--- config.mk ---
export PLATFORM = sky130hd
export DESIGN_NAME = axi_lite_mem_ctrl
export DESIGN_NICKNAME = d
export VERILOG_FILES = /design/src/rtl/common_types_pkg.sv /design/src/rtl/axi_lite_mem_ctrl.sv
export SDC_FILE = /design/constraint.sdc
export NUM_CORES = 1
export LEC_CHECK = 0
export BUFFER_PORTS_ARGS = -buffer_cell sky130_fd_sc_hd__clkbuf_2
export CORE_ASPECT_RATIO = 1.4
export CORE_UTILIZATION = 30
export DETAILED_ROUTE_END_ITERATION = 10
export SLEW_MARGIN = 20
export SYNTH_ARGS = -nofsm -noshare
export SYNTH_HDL_FRONTEND = slang
export SYNTH_SLANG_ARGS = --single-unit
--- constraint.sdc ---
create_clock -name clk -period 8.8 [get_ports clk]
set_clock_uncertainty 0.15 [all_clocks]
set_input_delay 1.76 -clock clk [delete_from_list [all_inputs] [get_ports clk]]
set_output_delay 1.76 -clock clk [all_outputs]
set_load 0.05 [all_outputs]
--- src/rtl/common_types_pkg.sv ---
// Shared types for the cache-side memory controller: AXI response codes,
// controller states and a small helper for classifying bus responses.
package common_types_pkg;

    typedef enum logic [1:0] {
        AXI_OKAY   = 2'b00,
        AXI_EXOKAY = 2'b01,
        AXI_SLVERR = 2'b10,
        AXI_DECERR = 2'b11
    } axi_resp_t;

    typedef enum logic [2:0] {
        ST_IDLE    = 3'd0,
        ST_RD_ADDR = 3'd1,
        ST_RD_DATA = 3'd2,
        ST_WR_REQ  = 3'd3,
        ST_WR_RESP = 3'd4,
        ST_RESP    = 3'd5
    } axi_ctrl_state_t;

    localparam logic [2:0] AXI_PROT_DEFAULT = 3'b000;

    // Single-word accesses only expect OKAY; EXOKAY is also treated as a fault
    // because exclusive accesses are never issued.
    function automatic logic resp_is_err(input logic [1:0] resp);
        return axi_resp_t'(resp) != AXI_OKAY;
    endfunction

endpackage

--- src/rtl/axi_lite_mem_ctrl.sv ---
// Cache-facing memory controller: accepts one single-word read or write
// request at a time from the cache side and turns it into one AXI4-Lite
// master transaction. The result is held on amif_ready/amif_load until the
// cache acknowledges it with a one-cycle amif_done pulse. Every output is a
// register; the combinational process only computes next values.
module axi_lite_mem_ctrl #(
    parameter int ADDR_W = 32,
    parameter int DATA_W = 32
) (
    input  logic                clk,
    input  logic                rst,
    // cache side
    input  logic                amif_read,
    input  logic                amif_write,
    input  logic [ADDR_W-1:0]   amif_addr,
    input  logic [DATA_W-1:0]   amif_store,
    input  logic                amif_done,
    output logic                amif_ready,
    output logic [DATA_W-1:0]   amif_load,
    output logic                bus_err,
    // AXI4-Lite read address
    output logic [ADDR_W-1:0]   m_araddr,
    output logic [2:0]          m_arprot,
    output logic                m_arvalid,
    input  logic                m_arready,
    // AXI4-Lite read data
    input  logic [DATA_W-1:0]   m_rdata,
    input  logic [1:0]          m_rresp,
    input  logic                m_rvalid,
    output logic                m_rready,
    // AXI4-Lite write address
    output logic [ADDR_W-1:0]   m_awaddr,
    output logic [2:0]          m_awprot,
    output logic                m_awvalid,
    input  logic                m_awready,
    // AXI4-Lite write data
    output logic [DATA_W-1:0]   m_wdata,
    output logic [DATA_W/8-1:0] m_wstrb,
    output logic                m_wvalid,
    input  logic                m_wready,
    // AXI4-Lite write response
    input  logic [1:0]          m_bresp,
    input  logic                m_bvalid,
    output logic                m_bready
);

    import common_types_pkg::*;

    axi_ctrl_state_t state, state_nxt;

    logic              aw_done, aw_done_nxt;
    logic              w_done, w_done_nxt;
    logic [ADDR_W-1:0] araddr_nxt, awaddr_nxt;
    logic [DATA_W-1:0] wdata_nxt, load_nxt;
    logic              arvalid_nxt, rready_nxt;
    logic              awvalid_nxt, wvalid_nxt, bready_nxt;
    logic              ready_nxt, bus_err_nxt;

    logic aw_hs, w_hs, aw_fin, w_fin;

    // Whole-word writes only; protection attributes are fixed.
    assign m_wstrb  = '1;
    assign m_arprot = AXI_PROT_DEFAULT;
    assign m_awprot = AXI_PROT_DEFAULT;

    // AW and W complete independently; "fin" covers an earlier or a current handshake.
    assign aw_hs  = m_awvalid & m_awready;
    assign w_hs   = m_wvalid & m_wready;
    assign aw_fin = aw_done | aw_hs;
    assign w_fin  = w_done | w_hs;

    // Next-state and next-output decode; every register holds its value by default.
    always_comb begin
        state_nxt   = state;
        aw_done_nxt = aw_done;
        w_done_nxt  = w_done;
        araddr_nxt  = m_araddr;
        awaddr_nxt  = m_awaddr;
        wdata_nxt   = m_wdata;
        load_nxt    = amif_load;
        arvalid_nxt = m_arvalid;
        rready_nxt  = m_rready;
        awvalid_nxt = m_awvalid;
        wvalid_nxt  = m_wvalid;
        bready_nxt  = m_bready;
        ready_nxt   = amif_ready;
        bus_err_nxt = bus_err;

        case (state)
            ST_IDLE: begin
                // Reads take priority; a simultaneous write stays pending on
                // the cache side and is picked up after this read retires.
                if (amif_read) begin
                    araddr_nxt  = amif_addr;
                    arvalid_nxt = 1'b1;
                    state_nxt   = ST_RD_ADDR;
                end else if (amif_write) begin
                    awaddr_nxt  = amif_addr;
                    wdata_nxt   = amif_store;
                    awvalid_nxt = 1'b1;
                    wvalid_nxt  = 1'b1;
                    aw_done_nxt = 1'b0;
                    w_done_nxt  = 1'b0;
                    state_nxt   = ST_WR_REQ;
                end
            end

            ST_RD_ADDR: begin
                if (m_arready) begin
                    arvalid_nxt = 1'b0;
                    rready_nxt  = 1'b1;
                    state_nxt   = ST_RD_DATA;
                end
            end

            ST_RD_DATA: begin
                if (m_rvalid) begin
                    // Faulted reads never forward slave data to the cache.
                    load_nxt    = resp_is_err(m_rresp) ? '0 : m_rdata;
                    bus_err_nxt = bus_err | resp_is_err(m_rresp);
                    rready_nxt  = 1'b0;
                    ready_nxt   = 1'b1;
                    state_nxt   = ST_RESP;
                end
            end

            ST_WR_REQ: begin
                if (aw_hs) begin
                    awvalid_nxt = 1'b0;
                end
                if (w_hs) begin
                    wvalid_nxt = 1'b0;
                end
                if (aw_fin && w_fin) begin
                    aw_done_nxt = 1'b0;
                    w_done_nxt  = 1'b0;
                    bready_nxt  = 1'b1;
                    state_nxt   = ST_WR_RESP;
                end else begin
                    aw_done_nxt = aw_fin;
                    w_done_nxt  = w_fin;
                end
            end

            ST_WR_RESP: begin
                if (m_bvalid) begin
                    bready_nxt  = 1'b0;
                    ready_nxt   = 1'b1;
                    load_nxt    = '0;
                    bus_err_nxt = bus_err | resp_is_err(m_bresp);
                    state_nxt   = ST_RESP;
                end
            end

            ST_RESP: begin
                // Requests presented alongside done are not looked at until IDLE.
                if (amif_done) begin
                    ready_nxt = 1'b0;
                    state_nxt = ST_IDLE;
                end
            end

            default: begin
                state_nxt = ST_IDLE;
            end
        endcase
    end

    // State, flags and all registered outputs; reset clears everything at once.
    always_ff @(posedge clk or posedge rst) begin
        if (rst) begin
            state      <= ST_IDLE;
            aw_done    <= 1'b0;
            w_done     <= 1'b0;
            m_araddr   <= '0;
            m_awaddr   <= '0;
            m_wdata    <= '0;
            amif_load  <= '0;
            m_arvalid  <= 1'b0;
            m_rready   <= 1'b0;
            m_awvalid  <= 1'b0;
            m_wvalid   <= 1'b0;
            m_bready   <= 1'b0;
            amif_ready <= 1'b0;
            bus_err    <= 1'b0;
        end else begin
            state      <= state_nxt;
            aw_done    <= aw_done_nxt;
            w_done     <= w_done_nxt;
            m_araddr   <= araddr_nxt;
            m_awaddr   <= awaddr_nxt;
            m_wdata    <= wdata_nxt;
            amif_load  <= load_nxt;
            m_arvalid  <= arvalid_nxt;
            m_rready   <= rready_nxt;
            m_awvalid  <= awvalid_nxt;
            m_wvalid   <= wvalid_nxt;
            m_bready   <= bready_nxt;
            amif_ready <= ready_nxt;
            bus_err    <= bus_err_nxt;
        end
    end

endmodule

# Word level (Yosys, flattened, before mapping)
# Cells that the tools add are included.
[word_totals]
word_cells = 98
out_inout_bits = 145
regBits = 140
inputBits = 110
[classes]
bitwise_logic = 7
n_mux = 40
reduce_logical = 21
n_eq_ne = 16
[ops]
columns = ["op", "n"]
rows = [
  ["$mux W32", 3],
  ["$pmux W32 S2", 1],
  ["$mux W3", 7],
  ["$ne A2 B2 Y1 const B", 10],
  ["$mux W1", 19],
  ["$pmux W3 S6", 1],
  ["$reduce_and A3 Y1", 6],
  ["$pmux W1 S2", 8],
  ["$reduce_bool A2 Y1", 7],
  ["$reduce_and A4 Y1", 3],
  ["$eq A3 B2 Y1 const B", 2],
  ["$eq A3 B3 Y1 const B", 2],
  ["$reduce_and A6 Y1", 1],
  ["$or A1 B1 Y1", 4],
  ["$eq A3 B1 Y1 const B", 1],
  ["$logic_not A3 Y1", 1],
  ["$ne A3 B3 Y1 const B", 1],
  ["$pmux W1 S3", 1],
  ["$reduce_bool A3 Y1", 1],
  ["$and A1 B1 Y1", 2],
  ["$reduce_and A2 Y1", 1],
  ["$logic_and A1 B1 Y1", 1],
  ["$not A1 Y1", 1],
]

# Logic depth before layout (Yosys ltp)
# Gate-level depths: netlist of the first run.
[depth]
word_depth = 5
mapped_depth = 7
mapped_depth_nobuf = 4

# Least setup slack after synthesis of the first run
# No wires, ideal clock.
[synth_path]
path_kind = "input port to flip-flop"
start = "input amif_read"
end = "register m_awaddr[0]"
path_buffers = 2
cell_stages = 4
path_slack_ns = 5.986
t_arrival_ns = 2.537
t_required_ns = 8.522
setup_ns = 0.128
path_cell_list = "nand3b_1 buf_4 buf_6 mux2_1"
[synth_between]
elab_chain_cells = 2
[synth_lines]
columns = ["item", "line", "source"]
rows = [
  ["from (decl)", "axi_lite_mem_ctrl.sv:13", "input logic amif_read,"],
  ["$not A1 Y1 (no source line)", "-", ""],
  ["$reduce_and A3 Y1 (no source line)", "-", ""],
  ["to (signal assigned)", "axi_lite_mem_ctrl.sv:191", "m_awaddr <= awaddr_nxt;"],
  ["to (decl)", "axi_lite_mem_ctrl.sv:32", "output logic [ADDR_W-1:0] m_awaddr,"],
]
# Every way passes these cells.
# A chain may end at the register's enable or synchronous reset.

# Final worst setup path of the first run
[layout_path]
start = "register m_awvalid"
end = "output m_awvalid"
[layout_lines]
columns = ["item", "line", "source"]
rows = [
  ["from (decl)", "axi_lite_mem_ctrl.sv:34", "output logic m_awvalid,"],
  ["from (signal assigned)", "axi_lite_mem_ctrl.sv:196", "m_awvalid <= awvalid_nxt;"],
]
# No word-level cell between the ends.

==> results.txt, run 1 <==
status = completed
Starting Density = 31.0%
delay-heaviest family, CP = flip-flops
CP Capture Type = output pin
max_cap viols = 0
Site Rows = 58
fin crit share = 34.3%
synthesized area = 5620 sq um
Final min period = 3020 ps
share of layout cells above drive strength 1 = 49.9%
antenna violations before repair = 0
routed len/inst = 13.4 um
worst hold slack = 336 ps
DR vias = 4017
Final Worst Setup Slack = 5780 ps
PortBufs = 244
Die Y = 164 um
largest net degree at the start of global routing = 79
number of synthesized flops with an enable pin = 0
antenna-violating nets left = 0
top cells by count, synth = 140 x dfrtp_1, 73 x nand2_1, 56 x mux2_2, 40 x mux2_1, 30 x o21ai_1
Max Fanout on Critical Path = 4
drt pass-1 iters = 4
critical path class = reg -> out
Root Driver = clkbuf_16
Max Fclk = 331 MHz
Final GP Congestion = 0.710
Starting DRT DRC Count = 159
RSZ-0062 raised after global routing = no
worst min path class = reg -> reg
Skew-Pair Late Insertion Delay = 410 ps
Final #Nets = 780
# resized after CTS = 0
vias in the first global route = 4054
Slew headroom = 42.5%
clk sinks = 140
top post-synthesis cells by area = dfrtp_1 62%, mux2_2 11%, mux2_1 8.0%, nand2_1 4.9%, o21ai_1 2.7%
Die Area = 19300 sq um
global-route wire length before repair = 20400 um
worst path bufs/invs = 1
crit-path cells = clkbuf_2
Hold Buf Count CTS = 0
pre-CTS setup slack = 5250 ps
die width = 118 um
Yosys top cell area share = 62.3%
sequential area share after synthesis = 62.3%
max-slew violations = 0
ys async rst share = 100%
ys flop type = dfrtp_1
CP peak stage delay = 390 ps
CTS tree = built
Req. time, crit path = 6890 ps
Core Util, Final = 41.8%
H-tree depth = 4
Ys Warns = 0
Final Hold Viols = 0
# IOs = 255
total CTS buffers = 17
unique cell type count in the Yosys netlist = 35
clock slew at reported path FFs = 60 ps
Area Growth Syn to Fin = 34.9%
Max clock buf depth = 2
most frequent cell after synthesis = dfrtp_1
DRC viols = 0
core area = 18100 sq um
Yosys reg bits = 140
Overall Global Routing Usage = 13.6%
setup repair bufs after CTS = 0
Worst-Margin Slew = 863 ps
Worst path slowest cell = dfrtp_1
Via-to-Cell Ratio = 4.35
total grt overflow = 0
DPL Wire Length = 8830 um
reg2reg setup slack = 6530 ps
area leader, netlist = dfrtp_1
Startpoint Class = flop
Worst EP arrival = 1110 ps
final WL = 12400 um
Ant. Diodes = 0
total negative slack = 0 ps
final setup fails = 0
syn_area_per_cell = 13.0 sq um
Post-Syn Instances = 431
[logic make-up (layout without fill, tap and decap cells)]
logic type / after synthesis / after routing / synth area share [%]
muxes: 100 / 100 / 19.9
DFF: 140 / 140 / 62.3
other: 2 / 10 / 0.134
buffers and inverters: 40 / 284 / 4.74
AOI/OAI and AO/OA: 56 / 56 / 5.76
and+or+nand+nor: 93 / 93 / 7.10
[metrics by stage]
stage          instance area (sq um)  std cells
2_1_floorplan                   5650        439
3_3_place_gp                    6960        891
3_5_place_dp                    6960        891
4_1_cts                         7580        923
5_1_grt                         7590        923
6_report                        7590        923
[cells in the final DEF (no fill, tap or decap), types with 2 or more instances in the layout]
cell type    n
conb_1      10
inv_6        6
buf_4        2
clkbuf_2   244
nand3b_1     4
a22oi_1      2
mux2_1      40
o21ai_0      7
nand2_1     73
clkinv_4     4
mux2i_1      4
a21oi_1      8
o21ai_1     30
bufinv_16    3
dfrtp_1    140
inv_1        4
mux2_2      56
a41oi_1      2
nor2_1       3
nand3_1      4
clkbuf_16   17
[metal layers]
metal / routed length (um) / vias to the layer above / part of all wire (%) / track usage (%)
met1: 4920 / 1894 / 40 / 15.4
met4: 250 / 0 / 2.0 / 6.06
li1: - / 1936 / - / -
met5: 0 / - / 0 / 0
met3: 992 / 16 / 8.0 / 4.97
met2: 6190 / 171 / 50 / 23.1
[final cells by class]
cell class	instances	area [sq um]
Tap cell	240	300
Clock inverter	14	181
Timing Repair Buffer	247	1250
Inverter	5	23.8
Sequential cell	140	3500
Multi-Input combinational cell	259	1890
Clock buffer	18	439
Fill cell	1769	10600
[path summary, 6_finish.rpt]
check                               from       endpoint  depth (start not counted)
setup / recovery               m_awvalid      m_awvalid                          1
hold / removal             amif_load[24]  amif_load[24]                          2
setup reg to reg                state[0]   m_awaddr[15]                          4
hold reg to reg            amif_load[24]  amif_load[24]                          2
max in group asynchronous            rst    m_wdata[13]                          3
min in group asynchronous            rst   m_awaddr[29]                          2
[registers in the layout (all words and copies together), names as in the netlist]
name	cells
state	3
m_rready	1
aw_done	1
amif_load	32
amif_ready	1
m_awvalid	1
m_bready	1
bus_err	1
m_wvalid	1
m_wdata	32
m_araddr	32
m_arvalid	1
m_awaddr	32
w_done	1
Power of run 1 is left out: the tool's default activity adds up to more than one toggle a clock period on the data nets, which glitch-free logic cannot reach.
==> run 2: changes to the inputs <==
--- a/config.mk
+++ b/config.mk
@@ -5,6 +5,7 @@
 export SDC_FILE = /design/constraint.sdc
 export NUM_CORES = 1
 export LEC_CHECK = 0
+export ABC_AREA = 1
 export BUFFER_PORTS_ARGS = -buffer_cell sky130_fd_sc_hd__clkbuf_2
 export CORE_ASPECT_RATIO = 1.4
 export CORE_UTILIZATION = 30
==> constraint.sdc (replaced) <==
create_clock -name clk -period 3 [get_ports clk]
set_clock_uncertainty 0.15 [all_clocks]
set_input_delay 0.6 -clock clk [delete_from_list [all_inputs] [get_ports clk]]
set_output_delay 0.6 -clock clk [all_outputs]
set_load 0.05 [all_outputs]
==> run 2 against run 1 <==
Effect of this change: via count up 19%; worst hold slack worse by 200 ps; count of clock-buffer cells in the layout down 1; global-route usage up 1.2 points; sequential share of layout area down 0.39 points; routed wire length up 17%; register-to-register slack worse by 5700 ps; utilization down 0.69 points; worst setup slack worse by 5000 ps; area after synthesis up 1.4%; final cell count up 21%.
==> results.txt, run 2 <==
ys async rst share = 100%
PortBufs = 244
total grt overflow = 0
DR vias = 4769
share of layout cells above drive strength 1 = 34.7%
setup repair bufs after CTS = 0
Startpoint Class = flop
drt pass-1 iters = 4
top post-synthesis cells by area = dfrtp_1 61%, nand2_1 14%, o21ai_0 5.6%, nand3_1 3.6%, o21ai_1 3.2%
Ys Warns = 0
Yosys top cell area share = 61.5%
total negative slack = 0 ps
worst hold slack = 133 ps
# IOs = 255
Hold Buf Count CTS = 0
largest net degree at the start of global routing = 86
RSZ-0062 raised after global routing = no
DPL Wire Length = 10300 um
Internal = 0.00500 W
Root Driver = clkbuf_16
Site Rows = 59
Worst-Margin Slew = 595 ps
clock slew at reported path FFs = 60 ps
H-tree depth = 4
Yosys reg bits = 140
Ant. Diodes = 0
ys flop type = dfrtp_1
commonest cells after routing, fill and taps aside = 244 x clkbuf_2, 215 x nand2_1, 140 x dfrtp_1
core area = 18600 sq um
Logic pwr share = 50.0%
status = completed
max-slew violations = 0
top cells by count, synth = 215 x nand2_1, 140 x dfrtp_1, 64 x o21ai_0, 46 x inv_1, 41 x nand3_1
routed len/inst = 13.0 um
Via-to-Cell Ratio = 4.28
area leader, netlist = dfrtp_1
vias in the first global route = 4320
max_cap viols = 0
Slew headroom = 60.3%
Skew-Pair Late Insertion Delay = 410 ps
synthesized area = 5700 sq um
clk sinks = 140
CP Capture Type = flop
Clock power frac = 19.8%
CP dominant cell by count = nand2_2
Req. time, crit path = 3130 ps
Seq pwr share = 30.1%
crit-path cells = nor2_4, nand2_2, inv_4, nand2_2, buf_4, nand2_1, o21ai_0
Area Growth Syn to Fin = 34.2%
Final #Nets = 968
delay-heaviest family, CP = simple AND/OR/NAND/NOR gates
fin crit share = 73.4%
number of synthesized flops with an enable pin = 0
Max clock buf depth = 2
Starting Density = 30.6%
die width = 118 um
antenna violations before repair = 0
global-route wire length before repair = 22500 um
Final Worst Setup Slack = 799 ps
syn_area_per_cell = 9.15 sq um
most common cell after layout, fill and taps aside = clkbuf_2
pre-CTS setup slack = 809 ps
NetSw = 0.00554 W
total CTS buffers = 17
final setup fails = 0
worst path bufs/invs = 2
unique cell type count in the Yosys netlist = 25
# resized after CTS = 0
DRC viols = 0
Overall Global Routing Usage = 14.8%
CP peak stage delay = 480 ps
Post-Syn Instances = 623
CTS tree = built
Core Util, Final = 41.1%
Max Fanout on Critical Path = 36
Worst path slowest cell = dfrtp_1
Final min period = 2200 ps
antenna-violating nets left = 0
reg2reg setup slack = 800 ps
Worst EP arrival = 2340 ps
Fill cells = 1950
peak supply drop = 0.430 mV
Starting DRT DRC Count = 231
Final Hold Viols = 0
worst min path class = in -> async
Pwr Density = 1380 nW/um^2
Leakage = 4.22 nW
most frequent cell after synthesis = nand2_1
Die Area = 19600 sq um
sequential area share after synthesis = 61.5%
Max Fclk = 454 MHz
Final GP Congestion = 0.778
critical path class = reg -> reg
Die Y = 165 um
final WL = 14500 um
Sw Ratio = 52.6%
[run 2: kinds of logic after synthesis]
family                 synth area share (%)
AOI/OAI and AO/OA                      9.92
other                                 0.132
DFF                                    61.5
and+or+nand+nor                        19.9
buffers and inverters                  8.54
[run 2: final timing paths]
| kind | cells after the start | startpoint | end |
|---|---|---|---|
| max | 7 | state[1] | m_awaddr[3] |
| min | 3 | rst | m_awaddr[24] |
| max reg2reg | 7 | state[1] | m_awaddr[3] |
| min reg2reg | 2 | m_wdata[23] | m_wdata[23] |
| max in group asynchronous | 3 | rst | amif_load[20] |
| min in group clk | 2 | m_awready | m_awvalid |
[run 2: area by class of cell]
class | instances | area, sq um | share of cell area (%)
clock buffers | 17 | 425 | 5.56
flip-flops and latches | 140 | 3500 | 45.8
well taps | 244 | 305 | 3.99
clock inverters | 15 | 161 | 2.11
multi-input cells | 396 | 1740 | 22.8
inverters | 52 | 201 | 2.63
repair buffers | 251 | 1310 | 17.1
[run 2: worst min-delay path, delay by kind of cell]
family                 cells  cell delay (ps)
buffers and inverters      3              490
[run 2: routing by layer]
metal	GRT usage, %	up-vias	wire, um	part of all wire (%)
li1	-	2421	-	-
met1	17.6	2193	6010	42
met2	25.6	141	7510	52
met3	3.98	14	697	4.8
met4	6.04	0	235	1.6
met5	0	-	0	0
[run 2: metrics by stage]
stage | total power (W) | cells | cell area [sq um]
after floorplan | 0.00734 | 631 | 5730
after global placement | 0.00849 | 1083 | 7060
after detailed placement | 0.00855 | 1083 | 7060
after CTS | 0.0107 | 1115 | 7650
after global routing | 0.0112 | 1115 | 7650
final | 0.0105 | 1115 | 7650
[run 2: power groups by stage]
stage                     clock network (W)  logic, W  registers (W)
final                               0.00209   0.00527        0.00318
after detailed placement                  0   0.00535        0.00320
after floorplan                           0   0.00140        0.00594
after global placement                    0   0.00530        0.00319
after global routing                0.00224   0.00563        0.00329
after CTS                           0.00216   0.00535        0.00318
(Power assumes the default switching activity.)
==> run 3: changes to the inputs <==
--- a/config.mk
+++ b/config.mk
@@ -5,7 +5,7 @@
 export SDC_FILE = /design/constraint.sdc
 export NUM_CORES = 1
 export LEC_CHECK = 0
-export ABC_AREA = 1
+export ABC_AREA = 0
 export BUFFER_PORTS_ARGS = -buffer_cell sky130_fd_sc_hd__clkbuf_2
 export CORE_ASPECT_RATIO = 1.4
 export CORE_UTILIZATION = 30
==> constraint.sdc (replaced) <==
create_clock -name clk -period 2.06 [get_ports clk]
set_clock_uncertainty 0.15 [all_clocks]
set_input_delay 0.412 -clock clk [delete_from_list [all_inputs] [get_ports clk]]
set_output_delay 0.412 -clock clk [all_outputs]
set_load 0.05 [all_outputs]
==> run 3 against run 2 <==
Effect of this change: via count is 15% lower; register-to-register slack worse by 500 ps; final area is 1.4% higher; count of clock-buffer cells in the layout stayed put.
==> results.txt, run 3 (same netlist as run 1, synthesis figures left out) <==
status = completed
vias in the first global route = 4039
Hold Buf Count CTS = 1
R2R Path Start = state[1]
Startpoint Class = flop
clk sinks = 140
PortBufs = 244
Max clock buf depth = 2
drt pass-1 iters = 4
Site Rows = 58
DRC viols = 0
Max Fclk = 569 MHz
core area = 18100 sq um
Final min period = 1760 ps
clock slew at reported path FFs = 60 ps
final WL = 12800 um
Req. time, crit path = 2200 ps
Ant. Diodes = 0
reg2reg setup slack = 300 ps
Area Growth Syn to Fin = 38.0%
share of layout cells above drive strength 1 = 50.6%
Final #Nets = 792
CP Capture Type = flop
WHS Path Cells = 3
# IOs = 255
CTS tree = built
antenna-violating nets left = 0
Worst EP arrival = 1900 ps
Die Area = 19300 sq um
fin crit share = 85.4%
Final Worst Setup Slack = 301 ps
critical path class = reg -> reg
Overall Global Routing Usage = 13.9%
commonest cells after routing, fill and taps aside = 244 x clkbuf_2, 140 x dfrtp_1, 73 x nand2_1
global-route wire length before repair = 20700 um
Die Y = 164 um
Starting Density = 31.0%
worst min path class = in -> reg
DPL Wire Length = 9530 um
setup repair bufs after CTS = 0
antenna violations before repair = 0
Root Driver = clkbuf_16
final setup fails = 0
# resized after CTS = 0
Starting DRT DRC Count = 125
Final Hold Viols = 0
Core Util, Final = 42.8%
reg2reg end = amif_load[18]
max-slew violations = 0
die width = 118 um
total CTS buffers = 17
max_cap viols = 0
Via-to-Cell Ratio = 4.34
routed len/inst = 13.7 um
Final GP Congestion = 0.774
most common cell after layout, fill and taps aside = clkbuf_2
largest net degree at the start of global routing = 66
total grt overflow = 0
H-tree depth = 4
total negative slack = 0 ps
RSZ-0062 raised after global routing = no
Skew-Pair Late Insertion Delay = 410 ps
crit path capture = amif_load[18]
cells on worst reg2reg path = 6
Max Fanout on Critical Path = 50
Worst Setup SP = state[1]
pre-CTS setup slack = 302 ps
DR vias = 4059
## run 3: changes by cell type in the layout (fill, tap and decap cells not counted), sizes merged, moves of 4 or more
cell,previous run,this run
nand3,43,4
inv,56,9
buf,7,14
nand3b,0,4
nor2,10,4
nand2,218,73
mux2,0,96
mux2i,0,4
o21ai,101,37
## run 3: metal layers
metal / global-route usage, % / share of wire, % / vias up / wire (um)
met5: 0 / 0 / - / 0
met4: 4.95 / 1.4 / 0 / 177
met3: 4.76 / 7.3 / 12 / 931
met2: 24.5 / 52 / 174 / 6620
met1: 15.7 / 40 / 1917 / 5090
li1: - / - / 1956 / -
## run 3: cell type report
cell class	count	area (sq um)
Clock buffer	17	425
Clock inverter	15	186
Fill cell	1752	10400
Inverter	5	22.5
Multi-Input combinational cell	259	1880
Sequential cell	140	3500
Tap cell	240	300
Timing Repair Buffer	259	1440
## run 3: stage by stage
| step | hold slack, ps | std cells | area (sq um) |
|---|---|---|---|
| 4_1_cts | 35.8 | 935 | 7760 |
| 6_report | 54.9 | 935 | 7760 |
| 3_3_place_gp | 305 | 902 | 7140 |
| 5_1_grt | 45.3 | 935 | 7760 |
| 2_1_floorplan | 345 | 439 | 5660 |
| 3_5_place_dp | 308 | 902 | 7140 |
## run 3: worst max-delay path, cell delays in order, from the launching register on
cell and delay [ps]:
dfrtp_1 430, buf_4 190, nand3b_1 150, a21o_2 330, buf_12 220, nand2_1 80
o21ai_1 60
## run 3: how the worst min path moves through the flow
stage                               end         from  slack (ps)
final                     amif_load[24]  m_rdata[24]          50
after global routing      amif_load[25]  m_rdata[25]          50
after CTS                 amif_load[24]  m_rdata[24]          40
after detailed placement        bus_err      bus_err         310
after global placement          bus_err      bus_err         310
after floorplan                 aw_done      aw_done         350
Power of run 3 is left out for the same reason.
